**config.mk**
```make
export PLATFORM = sky130hd
export DESIGN_NAME = serial_adder_ctrl
export DESIGN_NICKNAME = d
export VERILOG_FILES = /design/src/rtl/serial_add_pkg.sv /design/src/rtl/four_bit_adder.sv /design/src/rtl/serial_adder_ctrl.sv
export SDC_FILE = /design/constraint.sdc
export NUM_CORES = 1
export LEC_CHECK = 0
export CELL_PAD_IN_SITES_DETAIL_PLACEMENT = 0
export CELL_PAD_IN_SITES_GLOBAL_PLACEMENT = 1
export CORE_ASPECT_RATIO = 0.8
export CORE_MARGIN = 4
export CORE_UTILIZATION = 40
export DETAILED_ROUTE_END_ITERATION = 10
export MAX_ROUTING_LAYER = met4
export PLACE_DENSITY_LB_ADDON = 0.1
export REMOVE_ABC_BUFFERS = 1
export SETUP_SLACK_MARGIN = 0.4
export SLEW_MARGIN = 20
export SYNTH_ARGS = -nofsm -noshare
export SYNTH_HDL_FRONTEND = slang
export SYNTH_SLANG_ARGS = --single-unit
```
**constraint.sdc**
```tcl
create_clock -name clk -period 3.1 [get_ports clk]
set_input_delay 0.465 -clock clk [delete_from_list [all_inputs] [get_ports clk]]
set_output_delay 0.465 -clock clk [all_outputs]
set_load 0.03 [all_outputs]
```
**src/rtl/serial_add_pkg.sv**
```systemverilog
// Shared types and constants for the nibble-serial adder controller.
package serial_add_pkg;

    localparam int unsigned NIBBLE_W = 4;

    typedef enum logic [1:0] {
        IDLE = 2'd0,
        RUN  = 2'd1,
        DONE = 2'd2
    } state_e;

    // Width of the nibble index; never below one bit so a single-nibble build still has a counter.
    function automatic int unsigned idx_w(input int unsigned nibbles);
        return (nibbles <= 1) ? 1 : $clog2(nibbles);
    endfunction

endpackage

```
**src/rtl/four_bit_adder.sv**
```systemverilog
// Combinational 4-bit ripple adder slice with carry in/out.
module four_bit_adder (
    input  logic [3:0] a,
    input  logic [3:0] b,
    input  logic       cin,
    output logic [3:0] s,
    output logic       cout
);

    assign {cout, s} = 5'(a) + 5'(b) + 5'(cin);

endmodule

```
**src/rtl/serial_adder_ctrl.sv**
```systemverilog
// Nibble-serial WIDTH-bit add/subtract controller around one shared 4-bit adder.
module serial_adder_ctrl
    import serial_add_pkg::*;
#(
    parameter int unsigned WIDTH = 16
) (
    input  logic             clk,
    input  logic             rst_n,
    input  logic             start,
    input  logic             sub,
    input  logic [WIDTH-1:0] a,
    input  logic [WIDTH-1:0] b,
    output logic             busy,
    output logic             done,
    output logic [WIDTH-1:0] sum,
    output logic             cout,
    output logic             ovf
);

    localparam int unsigned NIBBLES = WIDTH / NIBBLE_W;
    localparam int unsigned IDX_W   = idx_w(NIBBLES);
    localparam int unsigned SEL_W   = (WIDTH <= 1) ? 1 : $clog2(WIDTH);

    state_e             state_q, state_d;
    logic [WIDTH-1:0]   opa_q, opa_d;
    logic [WIDTH-1:0]   opb_q, opb_d;
    logic [WIDTH-1:0]   work_q, work_d;
    logic               carry_q, carry_d;
    logic [IDX_W-1:0]   idx_q, idx_d;
    logic               busy_q, busy_d;
    logic               done_q, done_d;
    logic [WIDTH-1:0]   sum_q, sum_d;
    logic               cout_q, cout_d;
    logic               ovf_q, ovf_d;

    logic [SEL_W-1:0]   nib_base;
    logic [NIBBLE_W-1:0] add_a, add_b, add_s;
    logic               add_co;
    logic               last_slice;

    // Slice select: the current nibble of each latched operand feeds the shared adder.
    assign nib_base   = SEL_W'(idx_q) * SEL_W'(NIBBLE_W);
    assign add_a      = opa_q[nib_base +: NIBBLE_W];
    assign add_b      = opb_q[nib_base +: NIBBLE_W];
    assign last_slice = (idx_q == IDX_W'(NIBBLES - 1));

    four_bit_adder u_adder (
        .a    (add_a),
        .b    (add_b),
        .cin  (carry_q),
        .s    (add_s),
        .cout (add_co)
    );

    // Next-state, datapath updates and result commit.
    always_comb begin
        state_d = state_q;
        opa_d   = opa_q;
        opb_d   = opb_q;
        work_d  = work_q;
        carry_d = carry_q;
        idx_d   = idx_q;
        sum_d   = sum_q;
        cout_d  = cout_q;
        ovf_d   = ovf_q;
        busy_d  = 1'b0;
        done_d  = 1'b0;

        case (state_q)
            IDLE, DONE: begin
                state_d = IDLE;
                if (start) begin
                    // Subtraction is a + ~b + 1: invert B and seed the carry with sub.
                    opa_d   = a;
                    opb_d   = sub ? ~b : b;
                    carry_d = sub;
                    idx_d   = '0;
                    work_d  = '0;
                    state_d = RUN;
                end
            end
            RUN: begin
                work_d[nib_base +: NIBBLE_W] = add_s;
                carry_d = add_co;
                idx_d   = idx_q + IDX_W'(1);
                if (last_slice) begin
                    state_d = DONE;
                    sum_d   = work_d;
                    cout_d  = add_co;
                    ovf_d   = add_co ^ (opa_q[WIDTH-1] ^ opb_q[WIDTH-1] ^ work_d[WIDTH-1]);
                end
            end
            default: state_d = IDLE;
        endcase

        busy_d = (state_d == RUN);
        done_d = (state_d == DONE);
    end

    // State register.
    always_ff @(posedge clk or negedge rst_n) begin
        if (!rst_n) begin
            state_q <= IDLE;
        end else begin
            state_q <= state_d;
        end
    end

    // Operand, work, carry, index and registered output flops.
    always_ff @(posedge clk or negedge rst_n) begin
        if (!rst_n) begin
            opa_q   <= '0;
            opb_q   <= '0;
            work_q  <= '0;
            carry_q <= 1'b0;
            idx_q   <= '0;
            busy_q  <= 1'b0;
            done_q  <= 1'b0;
            sum_q   <= '0;
            cout_q  <= 1'b0;
            ovf_q   <= 1'b0;
        end else begin
            opa_q   <= opa_d;
            opb_q   <= opb_d;
            work_q  <= work_d;
            carry_q <= carry_d;
            idx_q   <= idx_d;
            busy_q  <= busy_d;
            done_q  <= done_d;
            sum_q   <= sum_d;
            cout_q  <= cout_d;
            ovf_q   <= ovf_d;
        end
    end

    assign busy = busy_q;
    assign done = done_q;
    assign sum  = sum_q;
    assign cout = cout_q;
    assign ovf  = ovf_q;

endmodule

```
==> reports/results.tsv <==
metric	value	unit
vias per cell	5.17	
cts hold-fix bufs	0	
Sequential Power Share	32.2	%
sequential cell area fraction in the yosys report	53.2	%
Worst Skew	0.00670	ns
commonest non-fill, non-tap cell in the layout	nand2_1	
Post-DRT Antenna Nets	0	
Max Cap Viol	0	
Final Critical Period	2.57	ns
Port Buf Inserts	55	
Slew headroom	39.0	%
DRT iter0 DRCs	98	
nets	433	
H-tree levels	3	
synthesized area per cell	10.6	µm²
Least-Margin Pin Slew	0.915	ns
internal power	2.88	mW
NetSw	2.15	mW
CTS Buf Count	9	
Hold Fails Final Rpt	0	
switching share of power	42.8	%
GRT Util Overall	16.8	%
Die W	112	µm
top_reg_cell synth	dfrtp_1	
clk slew on worst S/H paths	0.08	ns
crit path kind	reg2reg	
Synth Warn #	0	
most frequent cells in the layout	nand2_1, dfrtp_1, clkdlybuf4s50_1	
flops & latches, synth	73	
drt first pass iters	6	
vias post-DR	2578	
asr flop ratio synth	100	%
CP arrival	2.80	ns
Crit path max-delay family	multiplexers	
first-pass GRT wire length	13.3	mm
clk buf depth	2	
CP Launch Type	flip-flop	
Ports	56	
CP bufs+invs	1	
Placement Setup Slack	0.321	ns
Clock Power Share	16.1	%
share of layout cells above drive strength 1	12.3	%
Lkg Pwr	1.95	nW
Slowest-stage cell, CP	mux4_2	
Synth cell types	35	
Rows	29	
Mapped Area	3430	µm²
vias in the first global route	2615	
RSZ-0062 raised after global routing	yes	
fin util	53.8	%
status	finished, final reports clean	
final setup margin	0.527	ns
critical path's largest stage delay	0.53	ns
total length of routed wires	7.65	mm
Peak Freq	389	MHz
latest clock arrival within the worst-skew pair	0.35	ns
GRT Max-Usage Layer	met1	
DP HPWL	5.40	mm
fin crit share	83.0	%
Clock Tree Root	clkbuf_8	
Pins Over Slew Limit	0	
met3 usage	4.49	%
crit-path cells	buf_4, mux4_2, ha_1, nand3_1, and3_1, o32ai_2, xnor2_1, o21ai_1	
Max VDD drop	435	µV
drc violations	0	
initial antenna violation count	0	
ANT cells	0	
PD cells	1150	nW/µm²
M2 GR Usage	22.6	%
Core Box Area	8130	µm²
WL/cell	15.3	µm
area delta synth->final	27.5	%
Starting Density	42.2	%
Worst Path Required	3.33	ns
die footprint	10100	µm²
Post-synth EDFFs	0	
worst hold path class	in2async	
clk sink count	73	
M1 GR Usage	24.9	%
Logic pwr share	51.7	%
RePlAce Congestion	0.851	
CTS tree	built	
Die Ht	90.9	µm
Overflow after GRT	0	
CP max FO	10	
Cells after Synth	324	
TNS Setup	0	ns
pin count of the biggest net entering global routing	74	
final setup violation count	0	
Worst Setup End Kind	flip-flop	
## sequential cells by signal (all words and copies together), names as in the netlist
register,flops
busy,1
carry_q,1
cout,1
done,1
idx_q,2
opa_q,16
opb_q,16
ovf,1
state_q,2
sum,16
work_q,16
## cells by family (layout without fill, tap and decap cells)
| kind of cell | Yosys count | in the layout | synth area share (%) |
|---|---|---|---|
| multiplexers | 9 | 9 | 5.58 |
| buffers and inverters | 31 | 98 | 3.46 |
| flip-flops | 73 | 73 | 53.2 |
| AND/OR/NAND/NOR | 102 | 102 | 13.2 |
| XOR/XNOR | 20 | 20 | 5.10 |
| AO/OA/AOI/OAI | 78 | 78 | 15.0 |
| adder cells (fa/ha/maj) | 11 | 11 | 4.45 |
## per-layer routing
layer / share of wire (%) / vias to the layer above / routed length, µm
met5: 0 / - / 0
met4: 1.2 / 0 / 91
met3: 5.6 / 12 / 428
met2: 41 / 77 / 3130
met1: 52 / 1250 / 4000
li1: - / 1239 / -
## power groups by stage
stage               Clock, mW  Sequential [mW]  Combinational [mW]
finish                  0.810             1.62                2.60
floorplan                   0             1.76                1.50
CTS                     0.837             1.63                2.53
detailed placement          0             1.63                2.52
global placement            0             1.64                2.49
global route            0.873             1.68                2.90
## cells in the mapped netlist (2+ instances only)
master | count | share of area (%)
fa_1 | 2 | 1.2
mux4_2 | 8 | 5.2
a22o_1 | 13 | 3.3
nand2b_1 | 3 | 0.55
buf_1 | 2 | 0.22
nor2_1 | 4 | 0.44
nor2b_1 | 4 | 0.73
xnor2_1 | 19 | 4.8
a21oi_1 | 7 | 1.0
dfrtp_1 | 73 | 53
inv_1 | 13 | 1.4
o21ai_0 | 35 | 5.1
nand2_1 | 82 | 9.0
ha_1 | 9 | 3.3
nor4b_2 | 2 | 0.87
clkbuf_1 | 13 | 1.4
a32o_1 | 4 | 1.2
a22oi_1 | 13 | 2.8
buf_2 | 2 | 0.29
## per-stage QoR
| step | power [mW] | hold WS (ns) | cell area [µm²] | instances |
|---|---|---|---|---|
| floorplan | 3.26 | 0.169 | 3370 | 307 |
| global placement | 4.13 | 0.453 | 4120 | 480 |
| detailed placement | 4.16 | 0.460 | 4120 | 480 |
| CTS | 4.99 | 0.354 | 4340 | 496 |
| global route | 5.46 | 0.410 | 4370 | 499 |
| finish | 5.04 | 0.324 | 4370 | 499 |
## worst reg2reg max path, stage by stage, from the launching register on
cell     delay (ns)
dfrtp_2        0.50
buf_4          0.23
mux4_2         0.54
ha_1           0.29
nand3_1        0.10
and3_1         0.22
o32ai_2        0.35
xnor2_1        0.16
o21ai_1        0.07
## final cells by class
| cell class | instances | area (µm²) |
|---|---|---|
| Timing Repair Buffer | 68 | 643 |
| Clock buffer | 9 | 124 |
| Multi-Input combinational cell | 220 | 1500 |
| Fill cell | 742 | 3750 |
| Inverter | 14 | 52.6 |
| Clock inverter | 7 | 95.1 |
| Sequential cell | 73 | 1830 |
| Tap cell | 108 | 135 |
## final timing paths
| kind | from | slack [ns] | depth (start not counted) | end |
|---|---|---|---|---|
| max | idx_q[0] | 0.53 | 8 | ovf |
| min | rst_n | 0.32 | 2 | opb_q[8] |
| max reg2reg | idx_q[0] | 0.53 | 8 | ovf |
| min reg2reg | opa_q[10] | 0.47 | 2 | opa_q[10] |
| max in group asynchronous | rst_n | 2.12 | 2 | idx_q[1] |
| min in group clk | opa_q[10] | 0.47 | 2 | opa_q[10] |
## what timing repair did
action	CTS	global route
endpoints found under the setup margin	16	20
setup buffers	0	3
gates resized for setup	1	3
pin swaps	0	1
No activity file was read; power rests on OpenSTA's default activity.
